<file path="src/rtl/temporizador_pkg.sv">
// Shared types for the multichannel seconds timer.
// State encoding and channel mode constants.
package temporizador_pkg;

  typedef enum logic [1:0] {
    INACTIVO = 2'd0,
    CONTANDO = 2'd1,
    EXPIRADO = 2'd2
  } estado_t;

  localparam logic MODO_UNICO     = 1'b0;
  localparam logic MODO_PERIODICO = 1'b1;

endpackage

</file>
<file path="src/rtl/temporizador_canal.sv">
// One timer channel: one-shot or periodic count of the tick strobe.
// All outputs come straight from registers.
module temporizador_canal
  import temporizador_pkg::*;
#(
  parameter int ANCHO = 4
) (
  input  logic             clk,
  input  logic             rst_n,
  input  logic             tick,
  input  logic             inicio,
  input  logic             detener,
  input  logic             modo,
  input  logic [ANCHO-1:0] limite,
  output logic [ANCHO-1:0] conteo,
  output logic             activo,
  output logic             expiro,
  output logic             pulso_exp
);

  estado_t          estado_q, estado_d;
  logic [ANCHO-1:0] conteo_q, conteo_d;
  logic [ANCHO-1:0] lim_q, lim_d;
  logic             modo_q, modo_d;
  logic             expiro_q, expiro_d;
  logic             pulso_q, pulso_d;
  logic [ANCHO-1:0] siguiente;

  assign siguiente = conteo_q + ANCHO'(1);

  always_ff @(posedge clk or negedge rst_n) begin
    if (!rst_n) begin
      estado_q <= INACTIVO;
      conteo_q <= '0;
      lim_q    <= '0;
      modo_q   <= MODO_UNICO;
      expiro_q <= 1'b0;
      pulso_q  <= 1'b0;
    end else begin
      estado_q <= estado_d;
      conteo_q <= conteo_d;
      lim_q    <= lim_d;
      modo_q   <= modo_d;
      expiro_q <= expiro_d;
      pulso_q  <= pulso_d;
    end
  end

  always_comb begin
    estado_d = estado_q;
    conteo_d = conteo_q;
    lim_d    = lim_q;
    modo_d   = modo_q;
    expiro_d = expiro_q;
    pulso_d  = 1'b0;
    if (inicio) begin
      lim_d    = limite;
      conteo_d = '0;
      // A zero limit would pulse every cycle if periodic
      modo_d   = (limite == '0) ? MODO_UNICO : modo;
      if (limite == '0) begin
        estado_d = EXPIRADO;
        expiro_d = 1'b1;
        pulso_d  = 1'b1;
      end else begin
        estado_d = CONTANDO;
        expiro_d = 1'b0;
      end
    end else if (detener) begin
      estado_d = INACTIVO;
      expiro_d = 1'b0;
    end else if (tick && estado_q == CONTANDO) begin
      if (siguiente == lim_q) begin
        pulso_d = 1'b1;
        if (modo_q == MODO_PERIODICO) begin
          conteo_d = '0;
        end else begin
          conteo_d = siguiente;
          estado_d = EXPIRADO;
          expiro_d = 1'b1;
        end
      end else begin
        conteo_d = siguiente;
      end
    end
  end

  assign conteo    = conteo_q;
  assign activo    = (estado_q == CONTANDO);
  assign expiro    = expiro_q;
  assign pulso_exp = pulso_q;

endmodule

</file>
<file path="src/rtl/temporizador_multicanal.sv">
// CANALES independent seconds timers sharing one tick strobe.
// Only slicing and packing happen here.
module temporizador_multicanal #(
  parameter int ANCHO   = 4,
  parameter int CANALES = 2
) (
  input  logic                     clk,
  input  logic                     rst_n,
  input  logic                     tick,
  input  logic [CANALES-1:0]       inicio,
  input  logic [CANALES-1:0]       detener,
  input  logic [CANALES-1:0]       modo,
  input  logic [CANALES*ANCHO-1:0] limite,
  output logic [CANALES*ANCHO-1:0] conteo,
  output logic [CANALES-1:0]       activo,
  output logic [CANALES-1:0]       expiro,
  output logic [CANALES-1:0]       pulso_exp
);

  for (genvar i = 0; i < CANALES; i++) begin : g_canal
    temporizador_canal #(
      .ANCHO(ANCHO)
    ) u_canal (
      .clk      (clk),
      .rst_n    (rst_n),
      .tick     (tick),
      .inicio   (inicio[i]),
      .detener  (detener[i]),
      .modo     (modo[i]),
      .limite   (limite[i*ANCHO +: ANCHO]),
      .conteo   (conteo[i*ANCHO +: ANCHO]),
      .activo   (activo[i]),
      .expiro   (expiro[i]),
      .pulso_exp(pulso_exp[i])
    );
  end

endmodule

</file>
<file path="config.mk">
export PLATFORM = sky130hd
export DESIGN_NAME = temporizador_multicanal
export DESIGN_NICKNAME = d
export VERILOG_FILES = /design/src/rtl/temporizador_pkg.sv /design/src/rtl/temporizador_canal.sv /design/src/rtl/temporizador_multicanal.sv
export SDC_FILE = /design/constraint.sdc
export NUM_CORES = 1
export LEC_CHECK = 0
export CAP_MARGIN = 20
export CELL_PAD_IN_SITES_DETAIL_PLACEMENT = 0
export CELL_PAD_IN_SITES_GLOBAL_PLACEMENT = 1
export CORE_ASPECT_RATIO = 0.8
export CORE_MARGIN = 1
export CORE_UTILIZATION = 30
export CTS_CLUSTER_DIAMETER = 40
export CTS_CLUSTER_SIZE = 12
export DETAILED_ROUTE_END_ITERATION = 10
export PLACE_DENSITY_LB_ADDON = 0.1
export SLEW_MARGIN = 20
export SYNTH_ARGS = -nofsm -noshare
export SYNTH_HDL_FRONTEND = slang
export SYNTH_SLANG_ARGS = --single-unit
</file>
<file path="constraint.sdc">
create_clock -name clk -period 2.92 [get_ports clk]
set_input_delay 0.876 -clock clk [delete_from_list [all_inputs] [get_ports clk]]
set_output_delay 0.876 -clock clk [all_outputs]
set_load 0.01 [all_outputs]
</file>
After elaboration in Yosys (flattened, before gate mapping):

Index checks and enable logic that the tools add are counted.

* eq/ne operators: 8
* add/subtract/negate cells: 2
* muxes and demuxes: 44
* reduce and logical (&&, ||, !) cells: 14

Operator list (number)
* $mux W4: 10
* $mux W2: 12
* $mux W1: 22
* $reduce_bool A3 Y1: 4
* $add A4 B1 Y4 const B: 2
* $eq A4 B4 Y1: 2
* $logic_not A4 Y1: 2
* $ne A3 B3 Y1 const B: 2
* $reduce_and A3 Y1: 2
* $eq A2 B1 Y1 const B: 2
* $ne A2 B2 Y1 const B: 2
* $reduce_and A2 Y1: 2
* $reduce_bool A2 Y1: 2
* $logic_and A1 B1 Y1: 2

* register bits after elaboration: 26
* bits of input ports: 17

Logic depth before layout (Yosys ltp):

Gate-level depths: netlist of run 1.

* depth after elaboration: 6
* depth in mapped cells: 5
* gate-level depth less buffers: 5

By module:

Synthesis of run 1 repeated with hierarchy kept, for this count alone.

* cells, all modules: 108
* area, all modules: 1278.7 um^2

By module, submodules not included
* temporizador_canal: cells an instance 54, times used 2, area an instance 639.4 um^2, seq. area each 300.3 um^2

Worst setup path before layout of run 1:

Ideal clock, no wire load.

* kind: register -> register
* from: register g_canal[1].u_canal.conteo_q[0]
* to: register g_canal[1].u_canal.conteo_q[2]
* arrival time: 1.669 ns
* period minus slack after synthesis: 1.795 ns
* cell stages (with the launch flop): 6
* library setup time: 0.126 ns
* buffers on the path: 0
* setup slack: 1.125 ns
* cells stage by stage: dfrtp_1 > ha_1 > xor2_1 > nor3_1 > a31oi_2 > a221o_1

* word-level cells in the longest chain between the ends: 6

RTL lines
* start: declaration: RTL line temporizador_canal.sv:22 `logic [ANCHO-1:0] conteo_q, conteo_d;`
* start signal: assignment: RTL line temporizador_canal.sv:41 `conteo_q <= conteo_d;`
* $add A4 B1 Y4 (*): RTL line temporizador_canal.sv:29 `assign siguiente = conteo_q + ANCHO'(1);`
* $eq A4 B4 Y1 or $mux W4 (tied branches): RTL line temporizador_canal.sv:73, temporizador_canal.sv:75
* $mux W4 (*): RTL line temporizador_canal.sv:73 `if (siguiente == lim_q) begin`
* $mux W4 (*): RTL line temporizador_canal.sv:72 `end else if (tick && estado_q == CONTANDO) begin`
* $mux W4 (*): RTL line temporizador_canal.sv:69 `end else if (detener) begin`
* $mux W4 (*): RTL line temporizador_canal.sv:56 `if (inicio) begin`

Mark *: on every way between the ends. The rest lies on a longest branch, timed or not. The select of a mux whose other input is x is not followed.
A chain may end at the register's enable or synchronous reset.

==> flow_summary_export.csv, run 1 <==
group,metric,value,unit
timing,fin_crit_sh,77.0,%
timing,tightest_slew,0.692,ns
layout,drive_gt1_share,10.8,%
worst_setup_path,worstRegToRegCells,5,
clocking,postCtsSetupBuffers,0,
timing,final.setup_skew,0.00151,ns
layout,fillers,415,
layout,area_delta_synth_final,29.3,%
clocking,root_buffer,"clkbuf_8",
die,core,3950,µm²
timing,setup_tns,0,ns
power_and_ir_drop,p_per_area,443,nW/µm²
layout,nets,168,
global_routing,grt_pass1_vias,932,
die,die_y,60.8,µm
synth,syn-num-nets,140,
run_status,outcome,"complete, no violations",
detailed_routing,drc,0,
synth,yosysSeqAreaShare,46.4,%
die,die-area,4590,µm²
synth,synth-seq-cells,24,
placement,dpl-instance-area,1620,µm²
detailed_routing,totalWireLength,2740,µm
timing,slew-limit-headroom,53.4,%
detailed_routing,wl_per_cell,13.5,µm
synth,synth_cells,121,
min_path,hold_depth,1,
die,start_util,32.8,%
synth,avgSynthCellArea,10.7,µm²
detailed_routing,num_vias,979,
timing,max_freq,0.445,GHz
die,fp.dieW,75.5,µm
placement,io_buffers,30,
worst_setup_path,critical_path.max_fanout,5,
global_routing,grt_overflow,0,
clocking,clock_latency,0.27,ns
global_routing,grt_max_degree,25,
layout,final_common_cell,"clkdlybuf4s50_1",
detailed_routing,ant_nets,0,
detailed_routing,drt_pass1_iterations,4,
clocking,clk_pin_slew,0.09,ns
power_and_ir_drop,ir_drop,0.202,mV
layout,final_area,1670,µm²
timing,finalMaxSlewViolations,0,
layout,diodes,0,
timing,hold_viol,0,
clocking,cts.sinks,24,
synth,syn-cell-area,1290,µm²
timing,period_minus_slack,2.25,ns
detailed_routing,routed_via_density,4.82,
global_routing,grt_pass1_wl,4570,µm
global_routing,antenna_found_initial,0,
die,ioPinCount,31,
worst_setup_path,worstSetupPathType,"reg2out",
synth,yosysWarnings,0,
timing,fin_hold_ws,0.543,ns
worst_setup_path,crit_path_end_kind,"output pin",
run,drv_cap,0,
power_and_ir_drop,p_leak,0.000689,µW
clocking,hold_buffers,0,
clocking,ctsResizeCount,0,
worst_setup_path,worstPathRequired,2.04,ns
timing,setup_viol,0,
clocking,clk_path_buf_depth,2,
placement,gp_congestion,0.795,
synth,ys_types,36,
worst_setup_path,r2r_slack,1.04,ns
worst_setup_path,cp.arrival,1.37,ns
clocking,cts.htree.levels,1,
clocking,cts_tree,"done",
global_routing,track_usage,13.6,%
die,num_rows,20,
min_path,hold_path.class,"reg2reg",
clocking,cts-buffers-inserted,3,
placement,hpwl,2130,µm
worst_setup_path,worst_setup_path_start_kind,"flip-flop",
layout,layout_common_cells,"clkdlybuf4s50_1, dfrtp_1, nor2_1, mux2_2, nand2_1",
detailed_routing,drt_iter0_markers,51,
timing,rsz0062_at_grt,"false",
## Yosys cell counts, drive strengths merged
cell type,n,area share (%)
a41oi,1,0.68
xnor3,1,1.7
nor2,9,2.6
nand2b,2,0.97
and3b,1,0.68
nor4,4,1.9
o41ai,1,0.68
a22oi,1,0.58
nand4b,1,0.68
nand4bb,1,0.87
xnor2,7,5.3
o22ai,2,0.97
o211ai,1,0.58
buf,7,3.8
mux2,9,7.8
a32o,1,0.77
o31ai,1,0.58
a221o,1,0.77
nand3,4,1.5
inv,6,1.7
o31a,1,0.68
o21ai,6,2.3
xor2,5,3.4
nor3,2,0.77
nand2,7,2.0
a22o,3,2.0
ha,2,1.9
dfrtp,24,46
a31oi,2,1.4
nor2b,4,1.9
nand4,2,0.97
clkbuf,1,0.29
nand3b,1,0.58
## report_power, final
part / leakage (µW) / internal, µW / switching (µW)
sequential: 0.000306 / 354 / 18.4
combinational: 0.000354 / 75.4 / 63.4
clock: 0.0000288 / 121 / 111
total: 0.000689 / 549 / 193
## through the flow
step                      power (µW)  utilization (%)  setup slack (ns)  cells
final                            742             42.3             0.673    203
after global placement           516             40.9             0.553    199
after CTS                        759             42.3             0.635    203
after detailed placement         519             40.9             0.523    199
after global routing             787             42.3             0.581    203
after floorplan                  459                -              1.12    121
## cells by family (layout without fill, tap and decap cells)
kind of cell	Yosys count	in the layout	synth area share, %
AOI/OAI and AO/OA	21	21	12.1
xor gates and xnor gates	13	13	10.4
adders and majority gates	2	2	1.93
buffers and inverters	14	41	5.80
DFF	24	24	46.4
muxes	9	9	7.83
and+or+nand+nor	38	38	15.6
## routing by layer
metal  vias to the layer above  track usage (%)  routed length (µm)
li1                        486                -                   -
met1                       464             21.0                1550
met2                        27             18.5                1010
met3                         2             4.49                 172
met4                         0             2.38                  11
met5                         -                0                   0
## state kept, by name, indices dropped and copies added (netlist names)
register and cells:
g_canal.u_canal.conteo 8, g_canal.u_canal.estado_q 3, g_canal.u_canal.expiro 1, g_canal.u_canal.lim_q 8, g_canal.u_canal.modo_q 2, g_canal.u_canal.pulso_exp 2
## worst max-delay path: stages (launching register included)
cell and delay (ns):
dfrtp_1 0.43, nor2b_1 0.13, clkdlybuf4s50_1 0.54
## worst paths after layout
kind                                                       endpoint                                      from
max in group asynchronous     g_canal[1].u_canal.modo_q$_DFFE_PN0P_                                     rst_n
hold / removal              g_canal[0].u_canal.lim_q[0]$_DFFE_PN0P_   g_canal[0].u_canal.lim_q[0]$_DFFE_PN0P_
setup / recovery                                          activo[1]     g_canal[1].u_canal.expiro$_DFFE_PN0P_
min in group asynchronous  g_canal[0].u_canal.conteo[0]$_DFFE_PN0P_                                     rst_n
hold reg to reg             g_canal[0].u_canal.lim_q[0]$_DFFE_PN0P_   g_canal[0].u_canal.lim_q[0]$_DFFE_PN0P_
setup reg to reg           g_canal[1].u_canal.conteo[2]$_DFFE_PN0P_  g_canal[1].u_canal.conteo[0]$_DFFE_PN0P_
## layout make-up
type	instances	area, µm²	share of cell area, %
well taps	55	68.8	4.11
clock buffers	4	55.1	3.29
inverters	6	22.5	1.35
repair buffers	31	308	18.4
flip-flops and latches	24	601	35.9
multi-input cells	83	619	37.0
(Power assumes the default switching activity.)
==> run 2, diff against run 1 <==
clock period = 2 ns   (was 2.92 ns; I/O delays follow)
==> flow_summary_export.csv, run 2 (same netlist as run 1, synthesis figures left out) <==
group,metric,value,unit
run_status,outcome,"complete, no violations",
layout,final_common_cell,"clkdlybuf4s50_1",
power_and_ir_drop,p_leak,0.000743,µW
timing,max_freq,0.515,GHz
die,num_rows,20,
layout,layout_common_cells,"clkdlybuf4s50_1, dfrtp_1, nor2_1, mux2_2, buf_4",
placement,io_buffers,30,
detailed_routing,wl_per_cell,13.3,µm
layout,diodes,0,
layout,drive_gt1_share,15.4,%
run,drv_cap,0,
clocking,hold_buffers,0,
detailed_routing,totalWireLength,2820,µm
worst_setup_path,cp.arrival,1.34,ns
power_and_ir_drop,pwr-share-seq,49.3,%
worst_setup_path,worst_path_largest_cell_delay,0.54,ns
clocking,clock_latency,0.27,ns
clocking,cts_tree,"done",
timing,tightest_slew,0.535,ns
worst_setup_path,worstSetupPathType,"reg2out",
detailed_routing,drt_pass1_iterations,4,
global_routing,grt_max_degree,25,
global_routing,grt_overflow,0,
layout,final_area,1750,µm²
timing,period_minus_slack,1.94,ns
worst_setup_path,worstRegToRegCells,5,
timing,final.setup_skew,0.0124,ns
worst_setup_path,crit_path_end_kind,"output pin",
timing,fin_hold_ws,0.534,ns
layout,area_delta_synth_final,35.1,%
worst_setup_path,r2r_slack,0.15,ns
worst_setup_path,worstPathRequired,1.40,ns
placement,dpl-instance-area,1690,µm²
die,fp.dieW,75.5,µm
die,core,3950,µm²
power_and_ir_drop,power.switching,288,µW
layout,fillers,410,
clocking,cts.htree.levels,1,
clocking,root_buffer,"clkbuf_8",
power_and_ir_drop,swShare,26.1,%
power_and_ir_drop,ir_drop,0.266,mV
die,die_y,60.8,µm
clocking,clk_pin_slew,0.10,ns
detailed_routing,routed_via_density,4.74,
worst_setup_path,startpoint,"g_canal[0].u_canal.estado_q[1]$_DFFE_PN0P_",
clocking,clk_path_buf_depth,2,
global_routing,track_usage,14.4,%
min_path,hold_path.class,"reg2reg",
clocking,ctsResizeCount,0,
worst_setup_path,cp_cell_sequence,"nor2_1, clkdlybuf4s50_1",
detailed_routing,drc,0,
timing,slew-limit-headroom,64.1,%
placement,hpwl,2190,µm
detailed_routing,drt_iter0_markers,40,
worst_setup_path,critical_path.max_fanout,5,
global_routing,grt_pass1_vias,977,
detailed_routing,num_vias,1000,
placement,placed_cells,207,
worst_setup_path,crit_end,"activo[0]",
layout,stdcell_count,211,
min_path,hold_start,"g_canal[1].u_canal.lim_q[3]$_DFFE_PN0P_",
global_routing,grt_pass1_wl,4800,µm
timing,fin_crit_sh,97.1,%
timing,setup_viol,0,
power_and_ir_drop,p_per_area,629,nW/µm²
timing,hold_viol,0,
worst_setup_path,timing.rr.start,"g_canal[1].u_canal.conteo[1]$_DFFE_PN0P_",
layout,utilization,44.2,%
clocking,postCtsSetupBuffers,0,
worst_setup_path,r2r_end,"g_canal[1].u_canal.conteo[2]$_DFFE_PN0P_",
power_and_ir_drop,p_comb_share,19.8,%
placement,gp_congestion,0.802,
die,ioPinCount,31,
timing,rsz0062_at_grt,"false",
layout,nets,176,
detailed_routing,ant_nets,0,
worst_setup_path,worst_setup_path_start_kind,"flip-flop",
die,die-area,4590,µm²
power_and_ir_drop,intPower,813,µW
timing,finalMaxSlewViolations,0,
clocking,cts.sinks,24,
clocking,cts-buffers-inserted,3,
die,start_util,32.8,%
power_and_ir_drop,clkPwrFrac,31.0,%
worst_setup_path,cpMaxStageDelayCell,"clkdlybuf4s50_1",
global_routing,antenna_found_initial,0,
## run 2: power groups by stage
| stage | clock network (µW) | logic [µW] | registers [µW] |
|---|---|---|---|
| after global routing | 368 | 241 | 548 |
| after global placement | 0 | 217 | 551 |
| after detailed placement | 0 | 220 | 552 |
| final | 341 | 218 | 542 |
| after floorplan | 0 | 122 | 548 |
| after CTS | 348 | 220 | 543 |
## run 2: worst min-delay path by stage
| stage | endpoint | cells after the start |
|---|---|---|
| 2_1_floorplan | g_canal[0].u_canal.conteo[0]$_DFFE_PN0P_ | 0 |
| 3_3_place_gp | g_canal[0].u_canal.lim_q[3]$_DFFE_PN0P_ | 1 |
| 5_1_grt | g_canal[1].u_canal.lim_q[3]$_DFFE_PN0P_ | 1 |
| 3_5_place_dp | g_canal[1].u_canal.lim_q[0]$_DFFE_PN0P_ | 1 |
| 4_1_cts | g_canal[1].u_canal.lim_q[0]$_DFFE_PN0P_ | 1 |
| 6_report | g_canal[1].u_canal.lim_q[3]$_DFFE_PN0P_ | 1 |
## run 2: per-stage QoR
stage	TNS, ns	total power [µW]	setup slack [ns]
2_1_floorplan	0	670	0.205
3_3_place_gp	0	768	0.0615
3_5_place_dp	-0.192	772	-0.102
4_1_cts	0	1110	0.0179
5_1_grt	0	1160	0.00157
6_report	0	1100	0.0583
## run 2: critical path: cells and delay by family, from the launching register on
family / cells / cell delay (ns)
flip-flops: 1 / 0.42
buffers and inverters: 1 / 0.54
AND/OR/NAND/NOR: 1 / 0.11
## run 2: routing by layer
metal  track usage [%]  vias to the layer above  routed length (µm)
met3              3.82                        2                 137
li1                  -                      497                   -
met4              3.17                        0                  19
met5                 0                        -                   0
met2              20.8                       32                1130
met1              21.6                      469                1530
## run 2: area by class of cell
cell class | count | area, µm² | share of cell area [%]
flip-flops and latches | 24 | 601 | 34.3
clock buffers | 4 | 55.1 | 3.15
inverters | 6 | 22.5 | 1.29
repair buffers | 39 | 383 | 21.9
multi-input cells | 83 | 619 | 35.4
well taps | 55 | 68.8 | 3.93
==> run 3, diff against run 2 <==
MAX_ROUTING_LAYER = met4   (was not set)
clock period = 1.6 ns   (was 2 ns; I/O delays follow)
==> flow_summary_export.csv, run 3 (same netlist as run 1, synthesis figures left out) <==
group,metric,value,unit
power_and_ir_drop,p_leak,0.000882,µW
timing,rsz0062_at_grt,"true",
worst_setup_path,r2r_slack,-0.04,ns
detailed_routing,drc,0,
global_routing,grt_overflow,0,
detailed_routing,totalWireLength,3060,µm
run_status,violations,"setup timing",
placement,gp_congestion,0.772,
detailed_routing,ant_nets,0,
worst_setup_path,crit_end,"g_canal[1].u_canal.conteo[2]$_DFFE_PN0P_",
clocking,cts_tree,"done",
worst_setup_path,r2r_end,"g_canal[1].u_canal.conteo[2]$_DFFE_PN0P_",
detailed_routing,drt_pass1_iterations,4,
timing,setup_viol,2,
timing,final.setup_skew,0.00143,ns
worst_setup_path,critical_path.max_fanout,4,
clocking,root_buffer,"clkbuf_8",
global_routing,track_usage,15.7,%
timing,tightest_slew,0.362,ns
global_routing,grt_pass1_vias,1056,
detailed_routing,routed_via_density,4.75,
die,start_util,32.8,%
worst_setup_path,worstSetupPathType,"reg2reg",
global_routing,antenna_found_initial,0,
layout,area_delta_synth_final,53.3,%
timing,period_minus_slack,1.64,ns
die,num_rows,20,
die,core,3950,µm²
worst_setup_path,crit_path_end_kind,"flip-flop",
detailed_routing,num_vias,1082,
detailed_routing,drt_iter0_markers,85,
layout,drive_gt1_share,35.3,%
placement,hpwl,2210,µm
clocking,cts.sinks,24,
layout,final_common_cell,"buf_4",
clocking,clk_path_buf_depth,2,
timing,hold_viol,0,
clocking,cts.htree.levels,1,
clocking,hold_buffers,0,
worst_setup_path,worst_setup_path_start_kind,"flip-flop",
detailed_routing,wl_per_cell,13.4,µm
clocking,clk_pin_slew,0.08,ns
global_routing,grt_pass1_wl,5080,µm
timing,fin_crit_sh,102,%
timing,slew-limit-headroom,75.7,%
layout,utilization,50.2,%
clocking,clock_latency,0.26,ns
timing,max_freq,0.611,GHz
run,drv_cap,0,
worst_setup_path,cp.arrival,1.79,ns
run_status,outcome,"complete, but fails checks",
layout,fillers,390,
die,fp.dieW,75.5,µm
worst_setup_path,worstPathRequired,1.75,ns
layout,layout_common_cells,"buf_4, dfrtp_1, clkdlybuf4s50_1, mux2_2, dlygate4sd2_1",
min_path,hold_path.class,"reg2reg",
global_routing,grt_max_degree,25,
worst_setup_path,worstRegToRegCells,5,
timing,finalMaxSlewViolations,0,
clocking,cts-buffers-inserted,3,
worst_setup_path,timing.rr.start,"g_canal[1].u_canal.conteo[1]$_DFFE_PN0P_",
worst_setup_path,startpoint,"g_canal[1].u_canal.conteo[1]$_DFFE_PN0P_",
die,die_y,60.8,µm
placement,io_buffers,30,
die,die-area,4590,µm²
layout,nets,193,
timing,worst_slack,-0.0372,ns
power_and_ir_drop,ir_drop,0.394,mV
timing,fin_hold_ws,0.534,ns
power_and_ir_drop,p_per_area,703,nW/µm²
die,ioPinCount,31,
layout,diodes,0,
==> run 3: final cells by class <==
class	instances	area, µm²	share of cell area, %
Timing Repair Buffer	56	480	24.2
Multi-Input combinational cell	83	764	38.5
Sequential cell	24	604	30.4
Clock buffer	4	45.0	2.27
Tap cell	55	68.8	3.47
Inverter	6	22.5	1.13
==> run 3: how the worst min path moves through the flow <==
| stage | slack (ns) | to | from | cells after the start |
|---|---|---|---|---|
| global placement | 0.51 | g_canal[0].u_canal.lim_q[3]$_DFFE_PN0P_ | g_canal[0].u_canal.lim_q[3]$_DFFE_PN0P_ | 1 |
| global route | 0.57 | g_canal[1].u_canal.lim_q[0]$_DFFE_PN0P_ | g_canal[1].u_canal.lim_q[0]$_DFFE_PN0P_ | 1 |
| detailed placement | 0.52 | g_canal[1].u_canal.lim_q[3]$_DFFE_PN0P_ | g_canal[1].u_canal.lim_q[3]$_DFFE_PN0P_ | 1 |
| floorplan | 0.18 | g_canal[0].u_canal.conteo[0]$_DFFE_PN0P_ | rst_n | 0 |
| CTS | 0.54 | g_canal[1].u_canal.lim_q[3]$_DFFE_PN0P_ | g_canal[1].u_canal.lim_q[3]$_DFFE_PN0P_ | 1 |
| finish | 0.53 | g_canal[0].u_canal.lim_q[3]$_DFFE_PN0P_ | g_canal[0].u_canal.lim_q[3]$_DFFE_PN0P_ | 1 |
==> run 3: routing by layer <==
layer / vias up / part of all wire (%) / track usage, %
met5: - / 0 / -
met4: 0 / 0.49 / 3.97
met3: 2 / 5.1 / 4.49
met2: 26 / 42 / 21.7
met1: 521 / 53 / 22.6
li1: 533 / - / -
==> run 3: timing repair <==
item / in CTS / in global routing
pin swaps: 2 / 8
setup buffers: 6 / 2
setup endpoints to repair: 21 / 16
resized for setup: 20 / 27
==> run 3: stage by stage <==
step	TNS [ns]	power, µW	setup WS (ns)	cell area (µm²)	cells
finish	-0.0523	1390	-0.0372	1990	228
global placement	-2.30	981	-0.225	1770	216
detailed placement	-2.97	985	-0.328	1770	216
CTS	-0.112	1370	-0.0629	1860	226
global route	-0.332	1480	-0.108	1990	228
floorplan	-0.00218	846	-0.00218	1320	121
==> run 3: worst max-delay path, stage by stage, from the launching register on <==
cell and delay (ns):
dfrtp_2 0.43, ha_4 0.27, xor2_4 0.16, nor3_4 0.22, a31oi_4 0.14, a221o_1 0.31
==> run 3: power breakdown <==
| part | switching [µW] | leakage [µW] | total [µW] | internal (µW) |
|---|---|---|---|---|
| sequential | 37.6 | 0.000301 | 683 | 645 |
| combinational | 157 | 0.000558 | 347 | 190 |
| clock | 187 | 0.0000228 | 365 | 178 |
| total | 382 | 0.000882 | 1390 | 1010 |
